<file path="src/rtl/hamming_serial_decoder.sv">
`default_nettype none
// ============================================================================
// Module   : hamming_serial_decoder
// Brief    : Serial receiver for the 5b/10b Hamming link; corrects single-bit
//            errors, flags uncorrectable words, hands 5 data bits out over
//            valid/ready. Optional error statistics: HAMMING_DEC_STATS_EN.
// Revision : 1.0 - initial release
// ============================================================================
module hamming_serial_decoder #(
    parameter int CNT_W = 8
) (
    input  logic             clk,
    input  logic             rst_n,
    input  logic             clr,
    input  logic             in_valid,
    input  logic             in_bit,
    output logic             in_ready,
    output logic             out_valid,
    input  logic             out_ready,
    output logic [4:0]       data_out,
    output logic [9:0]       code_out,
    output logic [3:0]       error_index,
    output logic             multiple_error,
    output logic [CNT_W-1:0] corr_cnt,
    output logic [CNT_W-1:0] uncorr_cnt
);

    localparam logic [1:0] ST_SHIFT   = 2'd0;
    localparam logic [1:0] ST_DECODE  = 2'd1;
    localparam logic [1:0] ST_HOLD    = 2'd2;
    localparam logic [3:0] C_LAST_BIT = 4'd9;
    localparam logic [3:0] C_IDX_C0   = 4'd10;

    logic [1:0] r_state;
    logic [3:0] r_bit_cnt;
    logic [9:0] r_sreg;
    logic       r_out_valid;
    logic [4:0] r_data;
    logic [9:0] r_code;
    logic [3:0] r_index;
    logic       r_multi;

    logic [3:0] w_syn;
    logic       w_par;
    logic [3:0] w_index;
    logic       w_multi;
    logic [9:0] w_flip;
    logic [9:0] w_corr;
    logic [4:0] w_data;

    // Syndrome bit k covers every position whose index (10 - bit) has bit k set.
    assign w_syn[0] = r_sreg[9] ^ r_sreg[7] ^ r_sreg[5] ^ r_sreg[3] ^ r_sreg[1];
    assign w_syn[1] = r_sreg[8] ^ r_sreg[7] ^ r_sreg[4] ^ r_sreg[3];
    assign w_syn[2] = r_sreg[6] ^ r_sreg[5] ^ r_sreg[4] ^ r_sreg[3];
    assign w_syn[3] = r_sreg[2] ^ r_sreg[1];
    assign w_par    = ^r_sreg;

    always_comb begin
        w_index = 4'd0;
        w_multi = 1'b0;
        if (w_syn == 4'd0) begin
            w_index = w_par ? C_IDX_C0 : 4'd0;
        end else if (w_par && (w_syn <= 4'd9)) begin
            w_index = w_syn;
        end else begin
            w_multi = 1'b1;
        end
    end

    always_comb begin
        w_flip = '0;
        for (int i = 0; i < 10; i++) begin
            if ((w_index != 4'd0) && (w_index == 4'(10 - i))) begin
                w_flip[i] = 1'b1;
            end
        end
    end

    assign w_corr = r_sreg ^ w_flip;
    assign w_data = {w_corr[7], w_corr[5], w_corr[4], w_corr[3], w_corr[1]};

    always_ff @(posedge clk or negedge rst_n) begin
        if (!rst_n) begin
            r_state     <= ST_SHIFT;
            r_bit_cnt   <= 4'd0;
            r_sreg      <= 10'd0;
            r_out_valid <= 1'b0;
            r_data      <= 5'd0;
            r_code      <= 10'd0;
            r_index     <= 4'd0;
            r_multi     <= 1'b0;
        end else if (clr) begin
            r_state     <= ST_SHIFT;
            r_bit_cnt   <= 4'd0;
            r_out_valid <= 1'b0;
        end else begin
            case (r_state)
                ST_SHIFT: begin
                    if (in_valid) begin
                        r_sreg <= {r_sreg[8:0], in_bit};
                        if (r_bit_cnt == C_LAST_BIT) begin
                            r_bit_cnt <= 4'd0;
                            r_state   <= ST_DECODE;
                        end else begin
                            r_bit_cnt <= r_bit_cnt + 4'd1;
                        end
                    end
                end
                ST_DECODE: begin
                    r_data      <= w_data;
                    r_code      <= w_corr;
                    r_index     <= w_index;
                    r_multi     <= w_multi;
                    r_out_valid <= 1'b1;
                    r_state     <= ST_HOLD;
                end
                ST_HOLD: begin
                    if (out_ready) begin
                        r_out_valid <= 1'b0;
                        r_state     <= ST_SHIFT;
                    end
                end
                default: begin
                    r_state     <= ST_SHIFT;
                    r_bit_cnt   <= 4'd0;
                    r_out_valid <= 1'b0;
                end
            endcase
        end
    end

`ifdef HAMMING_DEC_STATS_EN
    logic [CNT_W-1:0] r_corr_cnt;
    logic [CNT_W-1:0] r_uncorr_cnt;
    logic             w_leave_decode;

    // clr in DECODE discards the word, so it is not counted.
    assign w_leave_decode = (r_state == ST_DECODE) && !clr;

    always_ff @(posedge clk or negedge rst_n) begin
        if (!rst_n) begin
            r_corr_cnt   <= '0;
            r_uncorr_cnt <= '0;
        end else if (w_leave_decode) begin
            if ((w_index != 4'd0) && (r_corr_cnt != {CNT_W{1'b1}})) begin
                r_corr_cnt <= r_corr_cnt + CNT_W'(1);
            end
            if (w_multi && (r_uncorr_cnt != {CNT_W{1'b1}})) begin
                r_uncorr_cnt <= r_uncorr_cnt + CNT_W'(1);
            end
        end
    end

    assign corr_cnt   = r_corr_cnt;
    assign uncorr_cnt = r_uncorr_cnt;
`else
    assign corr_cnt   = '0;
    assign uncorr_cnt = '0;
`endif

    assign in_ready       = (r_state == ST_SHIFT);
    assign out_valid      = r_out_valid;
    assign data_out       = r_data;
    assign code_out       = r_code;
    assign error_index    = r_index;
    assign multiple_error = r_multi;

endmodule
`default_nettype wire

</file>
<file path="config.mk">
export PLATFORM = sky130hd
export DESIGN_NAME = hamming_serial_decoder
export DESIGN_NICKNAME = d
export VERILOG_FILES = /design/src/rtl/hamming_serial_decoder.sv
export SDC_FILE = /design/constraint.sdc
export NUM_CORES = 1
export LEC_CHECK = 0
export CORE_MARGIN = 2
export CORE_UTILIZATION = 30
export CTS_CLUSTER_DIAMETER = 120
export DETAILED_ROUTE_END_ITERATION = 6
export HOLD_SLACK_MARGIN = 0.1
export PLACE_DENSITY = 0.56
export SYNTH_ARGS = -nofsm -noshare
export SYNTH_HDL_FRONTEND = slang
export SYNTH_SLANG_ARGS = --single-unit
</file>
<file path="constraint.sdc">
create_clock -name clk -period 3.4 [get_ports clk]
set_input_delay 0.68 -clock clk [delete_from_list [all_inputs] [get_ports clk]]
set_output_delay 0.68 -clock clk [all_outputs]
set_load 0.02 [all_outputs]
</file>
# Word-level counts from Yosys, hierarchy flattened
# Index checks and enable logic that the tools add are counted.
# W data, S select, Z words.
[totals]
word_cells = 89
inputBits = 6
out_inout_bits = 38
ff_bits = 37
[op_classes]
eq_ne = 18
addsub = 1
bitwise_logic = 13
n_reduce_logical = 21
order_cmp = 1
mux = 27
[op_table]
columns = ["operator", "count"]
rows = [
  ["$mux W4", 6],
  ["$eq A4 B3 Y1 const B", 4],
  ["$eq A4 B4 Y1 const B", 4],
  ["$mux W1", 14],
  ["$logic_and A1 B1 Y1", 11],
  ["$xor A1 B1 Y1", 11],
  ["$reduce_xor A10 Y1", 1],
  ["$xor A10 B10 Y10", 1],
  ["$eq A4 B2 Y1 const B", 2],
  ["$mux W2", 4],
  ["$pmux W4 S2", 1],
  ["$ne A3 B3 Y1 const B", 2],
  ["$pmux W2 S3", 1],
  ["$reduce_and A2 Y1", 3],
  ["$reduce_and A3 Y1", 2],
  ["$add A4 B1 Y4 const B", 1],
  ["$eq A4 B1 Y1 const B", 1],
  ["$le A4 B4 Y1 const B", 1],
  ["$logic_not A4 Y1", 1],
  ["$reduce_bool A4 Y1", 1],
  ["$ne A3 B2 Y1 const B", 1],
  ["$pmux W1 S3", 1],
  ["$eq A2 B1 Y1 const B", 1],
  ["$eq A2 B2 Y1 const B", 1],
  ["5 further kinds", 5],
]

# Longest topological paths before layout
[depth]
ltp_word = 12
mapped_depth = 10
ltp_nobuf = 8

# Worst setup path after synthesis
# Ideal clock, no wire load.
[synth_timing]
path_type = "register -> register"
startpoint = "reg r_sreg[3]"
endpoint = "reg r_code[6] (netlist: code_out[6])"
path_stages_with_launch = 10
t_required_ps = 3318
setup_ps = 82
synth_period_minus_slack_ps = 2539
setup_slack_ps = 861
arrival_time_ps = 2457
path_buffers = 2
path_cell_list = "dfrtp_1 > buf_2 > xnor2_1 > xor2_2 > nor4b_1 > a31oi_1 > or3b_1 > buf_2 > or4_1 > a31oi_1"
[synth_between]
elab_chain_cells = 10
word_cells_on_any_way = 16
classes_between = "order compare (1); eq/ne (1); mux (4); bitwise (5); reduce/logical (5)"
[synth_rtl]
columns = ["element", "line_no", "rtl"]
rows = [
  ["start: declaration", "36", "logic [9:0] r_sreg;"],
  ["start signal: assignment", "100", "r_sreg <= {r_sreg[8:0], in_bit};"],
  ["$xor A1 B1 Y1 (2 in series)", "52", "assign w_syn[0] = r_sreg[9] ^ r_sreg[7] ^ r_sreg[5] ^ r_sreg[3] ^ r_sreg[1];"],
  ["$le A4 B4 Y1", "63", "end else if (w_par && (w_syn <= 4'd9)) begin"],
  ["$logic_and A1 B1 Y1", "63", ""],
  ["$mux W4", "63", ""],
  ["$mux W4 *", "61", "if (w_syn == 4'd0) begin"],
  ["$eq A4 B3 Y1 or $reduce_bool A4 Y1 (tied branches)", "73", "if ((w_index != 4'd0) && (w_index == 4'(10 - i))) begin"],
  ["$logic_and A1 B1 Y1 *", "73", ""],
  ["$mux W1 *", "73", ""],
  ["$xor A10 B10 Y10 *", "79", "assign w_corr = r_sreg ^ w_flip;"],
  ["end signal: assignment", "111", "r_code <= w_corr;"],
  ["end: declaration", "39", "logic [9:0] r_code;"],
]
# Every way passes the cells marked *; elsewhere a longest branch is shown, timed or not.
# A chain may end at the register's enable or synchronous reset.

# Worst setup path after layout
[layout_timing]
startpoint = "reg r_sreg[8]"
endpoint = "reg r_code[9] (netlist: code_out[9])"
[layout_between]
elab_chain_cells = 11
word_cells_on_any_way = 15
classes_between = "order compare (1); eq/ne (1); mux (4); bitwise (4); reduce/logical (5)"
[layout_rtl]
columns = ["element", "line_no", "rtl"]
rows = [
  ["$xor A1 B1 Y1 (3 in series)", "53", "assign w_syn[1] = r_sreg[8] ^ r_sreg[7] ^ r_sreg[4] ^ r_sreg[3];"],
  ["$le A4 B4 Y1", "63", ""],
  ["$logic_and A1 B1 Y1", "63", ""],
  ["$mux W4", "63", ""],
  ["$mux W4 *", "61", ""],
  ["$eq A4 B1 Y1 or $reduce_bool A4 Y1 (tied branches)", "73", ""],
  ["$logic_and A1 B1 Y1 *", "73", ""],
  ["$mux W1 *", "73", ""],
  ["$xor A10 B10 Y10 *", "79", ""],
]
# Marked as above.

==> metrics.md <==
| Metric | Value |
|---|---|
| Outcome | finished, final reports clean |
| CTS tree | done |
| Num CTS Buffers | 5 |
| Die area | 7435 um2 |
| Global-route wire length before repair | 6672 um |
| GR Util All Layers | 11.39% |
| Pins over their slew limit | 0 |
| CP required | 3.60 ns |
| Worst Setup EP | code_out[9] |
| Predominant post-synthesis flop cell | dfrtp_1 |
| Antenna-violating nets left | 0 |
| Resize count post-CTS | 0 |
| Main area contributors after synthesis | dfrtp_1 39%, buf_4 7.8%, mux2_2 6.7%, xnor2_1 5.2%, nand2_1 4.3% |
| CTS H-tree lvls | 2 |
| P&R area growth vs syn | 16.22% |
| Hpwl dp | ~3100 um |
| Largest net degree at the start of global routing | 33 |
| Worst setup SP type | flop |
| Wire per inst | about 13 um |
| Vias | 1469 |
| Reg2Reg Depth | 7 |
| Routability cong. | 0.9080 |
| Final Cycle Share | between 80% and 90% |
| Hold WC Path Type | flop to flop |
| Post-Place Cells | 309 |
| Syn Std Cell Area | between 2000 and 2500 um2 |
| Worst Hold Path Cells | 2 |
| Synth top area share | 39.48% |
| Skew-Pair Late Insertion Delay | 0.28 ns |
| DRT Pass-1 Iters | 5 |
| Area leader, netlist | dfrtp_1 |
| Share of post-route cells with drive strength above 1 | 11.67% |
| Clock slew seen by the registers of the worst setup and hold paths | 0.07 ns |
| Setup Fix Bufs, Post-CTS | 0 |
| Hold_ws | 0.4726 ns |
| Average cell area after synthesis | 9.261 um2 |
| Reg-to-Reg Start | r_sreg[8] |
| Port Buffer Count | 27 |
| Min cycle time layout | 2.997 ns |
| Slew @ Worst Pin | 0.7728 ns |
| Initial Util | between 30% and 40% |
| DR vias/cell | around 4.6 |
| Distinct cells, synth | 40 |
| NumNets Final | 251 |
| Fin cells | 317 |
| Most frequent cell after synthesis | dfrtp_1 |
| Setup TNS Final | 0 ns |
| CTS sink count | 32 |
| Antenna violations before repair | 0 |
| WS Path Type | flop to flop |
| IO Pins | 44 |
| Async S/R FF share, synth | 100.0% |
| RSZ-0062 raised after global routing | false |
| EDFF count, synth | 0 |
| Slew headroom | roughly half |
| Max Cap Viol | 0 |
| CTS Buffer Depth | 2 |
| Global route total overflow | 0 |
| Sequential element share of the synthesized area | 39.48% |
| Gate Count Post-Synth | 219 |
| Synth warnings | 0 |
| Worst Setup End Kind | flop |
| DRC | 0 |
| Site row count | 29 |
| Flop2flop setup slack | 0.40 ns |
| N_diodes | 0 |
| Worst setup path startpoint | r_sreg[8] |
| DIE WIDTH | 86.23 um |
| DRT iter0 DRCs | 67 |
| Final hold vios | 0 |
| RR Endpoint | code_out[9] |
| Worst Path Max Fanout | 11 |
| # hold bufs at CTS | 0 |
| Die Height | 86.23 um |
| FMAX | 333.7 MHz |
| Final setup vio count | 0 |
| Clock root cell | clkbuf_8 |
| Top post-synthesis cells by count | 32 x dfrtp_1, 23 x nand2_1, 21 x buf_4, 19 x nor2_1, 16 x o21ai_0 |
| Clk_skew | 0.007346 ns |
| Core Area | 6459 um2 |
| Final WL | 4035 um |
| #FFs+latches synth | 32 |
| Crit path DAT | 3.20 ns |
| Vias in the first global route | 1323 |
## kinds of logic after synthesis
group                      synth area share (%)
adders and majority gates                 3.701
other                                    0.1849
buffers and inverters                     10.49
muxes                                     7.156
DFF                                       39.48
xor gates and xnor gates                  8.945
and+or+nand+nor                           18.14
AOI/OAI and AO/OA                         11.91
## critical path: stages (launching register included)
cell and delay, ns:
dfrtp_1 0.44, xor2_1 0.20, xnor2_1 0.65, nor4b_1 0.13, a31oi_1 0.28, or3b_1 0.51, or4b_1 0.54, a31oi_1 0.17
## worst min-delay path by stage
stage / start / end / slack (ns)
after CTS: error_index[1] / error_index[1] / 0.48
after global placement: error_index[1] / error_index[1] / 0.46
after detailed placement: error_index[1] / error_index[1] / 0.46
after global routing: error_index[1] / error_index[1] / 0.49
final: error_index[1] / error_index[1] / 0.47
after floorplan: rst_n / code_out[0] / 0.38
## layout make-up
| class | count | area, um2 |
|---|---|---|
| Fill cell | 675 | 4101 |
| Multi-Input combinational cell | 168 | 1071 |
| Sequential cell | 32 | 800.8 |
| Timing Repair Buffer | 29 | 285.3 |
| Tap cell | 77 | 96.34 |
| Clock buffer | 6 | 82.58 |
| Inverter | 3 | 11.26 |
| Clock inverter | 2 | 10.01 |
## registers in the layout (all words and copies together), names as in the netlist
name and flops:
code_out 6, data_out 4, error_index 4, multiple_error 1, out_valid 1, r_bit_cnt 4, r_sreg 10, r_state 2
## placed cells by master (no fill, tap or decap), types with 2 or more instances in the layout
cell type	count
nand3_1	2
clkdlybuf4s50_1	27
a31oi_1	8
o21ai_0	16
ha_1	6
conb_1	16
xor2_2	2
xor2_1	5
buf_4	2
nor3_1	5
nand2_1	23
a21o_1	2
or2_2	3
nand3b_1	2
and2_1	3
nand2b_1	2
xnor2_1	12
nor2_1	19
o21bai_1	2
o31ai_1	4
clkinv_2	2
or4_1	3
inv_1	3
dfrtp_1	32
nor2b_1	4
clkbuf_8	6
a21oi_1	5
mux2_2	12
## layer usage
| layer | up-vias | wire [um] | global-route usage (%) |
|---|---|---|---|
| met5 | - | 0 | 0 |
| met4 | 0 | 27 | 2.983 |
| met3 | 2 | 161 | 3.524 |
| met2 | 28 | 1800 | 16.00 |
| met1 | 693 | 2046 | 16.93 |
| li1 | 746 | - | - |
## stage by stage
step / util, % / setup WS (ns) / area (um2)
after global placement: 35.06 / 0.5366 / 2265
after CTS: 36.50 / 0.4119 / 2357
after floorplan: - / 0.8609 / 2085
after detailed placement: 35.06 / 0.4489 / 2265
after global routing: 36.50 / 0.07111 / 2357
final: 36.50 / 0.4030 / 2357
Power is not shown: default switching activity piles up to over one toggle a cycle in this logic, so the estimate is an artifact.
